$ cat src/rtl/id_ex_skid_reg.sv
// Decode-to-execute pipeline register with a 2-entry skid buffer.
// in_ready is registered; flush empties the stage and stall_cnt tracks back-pressure.
module id_ex_skid_reg #(
  parameter int WIDTH = 220
) (
  input  logic             clk,
  input  logic             resetn,
  input  logic             in_valid,
  output logic             in_ready,
  input  logic [WIDTH-1:0] in_data,
  output logic             out_valid,
  input  logic             out_ready,
  output logic [WIDTH-1:0] out_data,
  output logic [31:0]      out_pc,
  input  logic             flush,
  output logic [31:0]      stall_cnt
);

  // State encoding is {main_valid, skid_valid}; 2'b01 is unreachable.
  localparam logic [1:0] ST_EMPTY = 2'b00;
  localparam logic [1:0] ST_BUSY  = 2'b10;
  localparam logic [1:0] ST_FULL  = 2'b11;

  logic             r_main_valid;
  logic             r_skid_valid;
  logic [WIDTH-1:0] r_main_data;
  logic [WIDTH-1:0] r_skid_data;
  logic [31:0]      r_stall_cnt;

  logic       w_in_fire;
  logic       w_out_fire;
  logic       w_stall;
  logic [1:0] w_state;

  assign in_ready   = ~r_skid_valid;
  assign out_valid  = r_main_valid;
  assign out_data   = r_main_data;
  assign out_pc     = r_main_data[31:0];
  assign stall_cnt  = r_stall_cnt;

  assign w_in_fire  = in_valid & in_ready;
  assign w_out_fire = r_main_valid & out_ready;
  assign w_stall    = r_main_valid & ~out_ready & ~flush;
  assign w_state    = {r_main_valid, r_skid_valid};

  // NOTE: sequential state uses non-blocking assignments so every register
  // samples the pre-edge values, independent of statement order.
  always_ff @(posedge clk) begin
    if (!resetn) begin
      // NOTE: the data registers are cleared here only because the reset
      // state is defined to be all-zero; a plain datapath could skip this.
      r_main_valid <= 1'b0;
      r_skid_valid <= 1'b0;
      r_main_data  <= '0;
      r_skid_data  <= '0;
      r_stall_cnt  <= '0;
    end else begin
      if (w_stall && (r_stall_cnt != 32'hFFFF_FFFF))
        r_stall_cnt <= r_stall_cnt + 32'd1;

      if (flush) begin
        // A same-cycle in_fire is dropped; decode still sees it as accepted.
        r_main_valid <= 1'b0;
        r_skid_valid <= 1'b0;
      end else begin
        case (w_state)
          ST_EMPTY: begin
            if (w_in_fire) begin
              r_main_valid <= 1'b1;
              r_main_data  <= in_data;
            end
          end
          ST_BUSY: begin
            if (w_in_fire && w_out_fire) begin
              r_main_data <= in_data;
            end else if (w_in_fire) begin
              r_skid_valid <= 1'b1;
              r_skid_data  <= in_data;
            end else if (w_out_fire) begin
              r_main_valid <= 1'b0;
            end
          end
          ST_FULL: begin
            if (w_out_fire) begin
              r_main_data  <= r_skid_data;
              r_skid_valid <= 1'b0;
            end
          end
          default: begin
            r_main_valid <= 1'b0;
            r_skid_valid <= 1'b0;
          end
        endcase
      end
    end
  end

  a_no_skid_without_main : assert property (
    @(posedge clk) disable iff (!resetn) !(!r_main_valid && r_skid_valid)
  );

endmodule

$ cat config.mk
export PLATFORM = sky130hd
export DESIGN_NAME = id_ex_skid_reg
export DESIGN_NICKNAME = d
export VERILOG_FILES = /design/src/rtl/id_ex_skid_reg.sv
export SDC_FILE = /design/constraint.sdc
export NUM_CORES = 1
export LEC_CHECK = 0
export CORE_UTILIZATION = 35
export DETAILED_ROUTE_END_ITERATION = 12
export GPL_TIMING_DRIVEN = 0
export SLEW_MARGIN = 20
export SYNTH_ARGS = -nofsm -noshare
export SYNTH_HDL_FRONTEND = slang
export SYNTH_SLANG_ARGS = --single-unit
$ cat constraint.sdc
create_clock -name clk -period 2.2 [get_ports clk]
set_clock_uncertainty 0.05 [all_clocks]
set_input_delay 0.66 -clock clk [delete_from_list [all_inputs] [get_ports clk]]
set_output_delay 0.66 -clock clk [all_outputs]
set_load 0.03 [all_outputs]
* Word-level counts from Yosys, hierarchy flattened *
Cells that the tools add are included.

storage, ports and cells
  register bits = 474

cells by class
  bitwise logic cells = 11
  equality and inequality tests = 10
  reduce and logical (&&, ||, !) cells = 9
  multiplexer cells = 11
  add/sub/neg operators = 1

operators with widths
  kind                   number
  $mux 220               3
  $pmux 220 s3           1
  $add 32x1->32 const B  1
  $ne 32x32->1 const B   1
  $ne 2x2->1 const B     7
  $reduce_and 5->1       2
  $reduce_and 4->1       2
  $not 1->1              7
  $pmux 1 s3             2
  $mux 1                 5
  $and 1x1->1            4
  $eq 2x2->1 const B     2
  $reduce_bool 3->1      1
  $logic_and 1x1->1      2
  $logic_not 2->1        1
  $reduce_or 2->1        1

* Logic depth before layout (Yosys ltp) *
  depth after elaboration = 5
  gate-level depth with buffers = 8
  mapped depth without buffers = 6

* Worst setup path after synthesis *
OpenSTA, ideal clock, no wires.

  kind = register to register
  from = register r_main_valid, in the netlist out_valid
  to = register r_main_data[171], in the netlist out_data[171]
  cell stages (with the launch flop) = 8
  path slack = -213 ps
  buffers on the path = 2
  setup time = 138 ps
  period minus slack after synthesis = 2413 ps
  arrival time = 2226 ps
  required time = 2012 ps
  cell sequence = dfxtp_1 -> inv_1 -> ha_1 -> a211o_1 -> a211oi_2 -> buf_2 -> clkbuf_1 -> a211oi_1

between the ends
  longest elaborated chain between the ends = 4
  elaborated cells on any way between the ends = 11
  classes of those cells = eq/ne: 5; mux: 1; bitwise: 1; reduce/logical: 4

ends and longest elaborated chain
  what                               line  text
  start: declaration                 24    logic r_main_valid;
  start signal: assignment           52    r_main_valid <= 1'b0;
  start signal: assignment           63    r_main_valid <= 1'b0;
  start signal: assignment           69    r_main_valid <= 1'b1;
  $and 1x1->1                        42    assign w_out_fire = r_main_valid & out_ready;
  $logic_and 1x1->1                  74    if (w_in_fire && w_out_fire) begin
  $ne 2x2->1 (no source line)        n/a
  $reduce_and 5->1 (no source line)  n/a
  end signal: assignment             70    r_main_data <= in_data;
  end signal: assignment             75    r_main_data <= in_data;
  end signal: assignment             85    r_main_data <= r_skid_data;
  end: declaration                   26    logic [WIDTH-1:0] r_main_data;

Several ways; a longest one is shown, not always the timed one.
A chain may end at the register's enable or synchronous reset.

* Worst setup path in the final report *
  from = input port in_valid
  to = register r_main_data[71], in the netlist out_data[71]

between the ends
  longest elaborated chain between the ends = 4
  elaborated cells on any way between the ends = 5
  classes of those cells = eq/ne: 2; bitwise: 1; reduce/logical: 2

ends and longest elaborated chain
  what                                 line  text
  start: declaration                   8     input logic in_valid,
  $and 1x1->1 *                        41    assign w_in_fire = in_valid & in_ready;
  $logic_and 1x1->1                    74
  $ne 2x2->1 (no source line)          n/a
  $reduce_and 5->1 (no source line) *  n/a

Mark *: on every way between the ends. The rest lies on a longest branch, timed or not.

==> results by group <==
Synthesis
  – Dominant synthesized flop cell: dfxtp_1
  – Mapped Area: 19090 um2
  – EDFF count, synth: 0
  – Mapped Nets: 2424
  – Syn avg cell area: 8.700 um2
  – Post-synthesis sequential area ratio: 49.71%
  – Yosys reg bits: 474
  – Post-Synthesis Cells: roughly 2200
  – Synth warn: 0
  – Async S/R FF share, synth: 0%
  – Unique masters post-synth: about 40

Place
  – GP Congestion: around 0.87
  – Port buffer count: 510
  – Hpwl dp: 48.43 mm
  – Post-DP Area: about 25000 um2

Detailed routing
  – Initial DRC Count: ~660
  – DR vias: 17680
  – First-pass iteration count of the detailed router: 5
  – DRC: 0
  – WL per Instance: 18.81 um
  – Final WL: roughly 66 mm
  – Antenna Nets Post-Route: 0
  – Via/cell ratio: 5.011

Timing
  – Worst-margin pin slew: 0.8229 ns
  – Final Slew Violations: 0
  – Worst hold slack: 0.4033 ns
  – Fmax: between 400 and 500 MHz
  – Slew headroom: 45.14%
  – Final min period: 2.201 ns
  – Final period util: 100.1%
  – Final hold viol count: 0
  – Final WS setup: -0.001346 ns
  – RSZ-0062 raised after global routing: true
  – Final setup vio count: 1

Clock network
  – Cts hold-fix bufs: 0
  – Clk buf depth: 3
  – Worst-path clk slew: 0.06 ns
  – CTS tree: built
  – Clk_lat worst skew: 0.60 ns
  – Clock sink count: 474
  – H-tree Lvls: 2
  – Root buffer cell: clkbuf_16
  – CTS buffer count: 53

Die
  – Core footprint: roughly 54000 um2
  – Io pins: 511
  – Die X: 235.5 um
  – Row cnt: 85
  – Die Footprint: 55480 um2
  – Die height: about 240 um
  – Initial core utilization: 35.47%

Global routing
  – Largest net degree at the start of global routing: 20
  – Grt ovf: 0
  – Initial antenna violation count: 14
  – First-pass GRT wire length: 99.40 mm
  – Vias in the first global route: 17090
  – Tot GR Track Use: 22.85%

Job
  – Max-Cap Viols: 0

Finish
  – Share of cells above drive strength 1: roughly 13%
  – Finished layout cell area: 27720 um2
  – Commonest cells after routing, fill and taps aside: dfxtp_1 (468), nand2_1 (455), a21oi_1 (238), dlygate4sd2_1 (229), nor2_1 (227)
  – Commonest non-fill, non-tap cell in the layout: dfxtp_1
  – Area grow syn2layout: 45.23%
  – NumNets Final: 3020

Run status
  – Outcome: finished with violations
  – Violated checks: negative setup slack

Worst hold path
  – Hold Path Class: flop to flop

Power and ir drop
  – Leakage power: 10.36 nW
  – Pwr Density: 793.2 nW/um2
  – Worst VDD drop: 0.5605 mV
  – Final Power: 21.99 mW

Worst setup path
  – Crit path kind: primary input to flop
  – Worst path max stage delay: ~0.49 ns
  – CP required: between 2 and 3 ns
  – Startpoint Class: primary input
  – Slowest-stage cell, CP: clkdlybuf4s50_1
  – Cells along the critical path: clkdlybuf4s50_1, nor2b_4, nand4_1, a211oi_4, buf_12, buf_12, clkbuf_16, buf_8, nor2_2, a211oi_1
  – Worst path bufs/invs: 5
  – Crit Path Max Fanout: 8
  – Most used cell, CP: buf_12
  – Worst EP arrival: 2.65 ns
  – CP endpoint kind: flop
  – CP top delay family: buffers and inverters
## path summary, 6_finish.rpt
| check | from | endpoint | cells past startpoint | slack [ns] |
|---|---|---|---|---|
| min | r_skid_data[196] | r_skid_data[196] | 2 | 0.40 |
| max reg2reg | r_skid_valid | out_data[71] | 10 | 0.01 |
| max | in_valid | out_data[71] | 10 | -0.001 |
| min reg2reg | r_skid_data[196] | r_skid_data[196] | 2 | 0.40 |
## timing repair
| action | in CTS | in global routing |
|---|---|---|
| buffers inserted | 18 | 11 |
| cloned | 4 | 6 |
| resized for setup | 515 | 194 |
| pin swaps | 16 | 24 |
| endpoints found under the setup margin | 751 | 456 |
| hold endpoints to repair | 0 | 0 |
## cells in the mapped netlist, drive strengths merged (6+ instances only)
cell	instances	area [um2]
nor3	6	30.03
clkbuf	135	506.7
nor4	8	95.09
a211oi	225	1694
inv	7	26.27
or3	14	87.58
xnor2	8	70.07
nand2b	6	37.54
nand4	9	62.56
nand2	457	1718
a21oi	238	1191
dfxtp	474	9489
nor2	236	885.9
mux2i	225	2252
nand3	20	100.1
buf	74	450.4
o21ai	17	85.08
## per-layer routing
layer | part of all wire (%) | vias to the layer above | track usage, %
met4 | 3.4 | 12 | 8.457
li1 | - | 8730 | -
met5 | 0.11 | - | 0
met2 | 48 | 509 | 38.60
met1 | 42 | 8302 | 27.31
met3 | 6.9 | 125 | 6.778
## through the flow
stage	worst slack [ns]	TNS, ns	utilization [%]	instances
2_1_floorplan	-0.0008500	-0.01700	-	2194
4_1_cts	-0.04941	-0.3082	50.47	3509
3_5_place_dp	-1.619	-618.15	46.61	3400
3_3_place_gp	-1.605	-615.72	46.61	3400
6_report	-0.001346	-0.001346	51.51	3528
5_1_grt	-0.07610	-4.472	51.50	3526
## worst register-to-register path, stage by stage (launching register included)
cell and delay [ns]:
dfxtp_2 0.40, inv_2 0.10, ha_4 0.24, a211o_1 0.26, a211oi_4 0.25, buf_12 0.19, buf_12 0.12, clkbuf_16 0.17
buf_8 0.14, nor2_2 0.04, a211oi_1 0.15
## cell families after synthesis
family / after synthesis / share of synthesized area, %
compound gates: 488 / 15.89
xor+xnor: 9 / 0.4130
buf+inv: 216 / 5.152
flops: 474 / 49.71
mux: 226 / 11.86
simple gates: 776 / 16.65
fa+ha+maj: 5 / 0.3277
## registers in the layout (all words and copies together), names as in the netlist
register and count:
r_skid_valid 1, out_data 220, r_skid_data 220, out_valid 1, stall_cnt 32
## power breakdown
part / total [mW] / switching (mW) / internal [mW]
clock: 8.59 / 3.53 / 5.07
combinational: 4.05 / 2.40 / 1.65
sequential: 9.35 / 0.286 / 9.06
total: 22.0 / 6.21 / 15.8
## cell type report
class	instances	area, um2
Antenna cell	8	20.02
Buffer	204	1423
Clock buffer	82	1599
Clock inverter	7	70.07
Fill cell	5011	26090
Inverter	7	28.78
Multi-Input combinational cell	1504	8974
Sequential cell	474	9499
Tap cell	696	870.8
Timing Repair Buffer	546	5238
No activity file was read; power rests on OpenSTA's default activity.
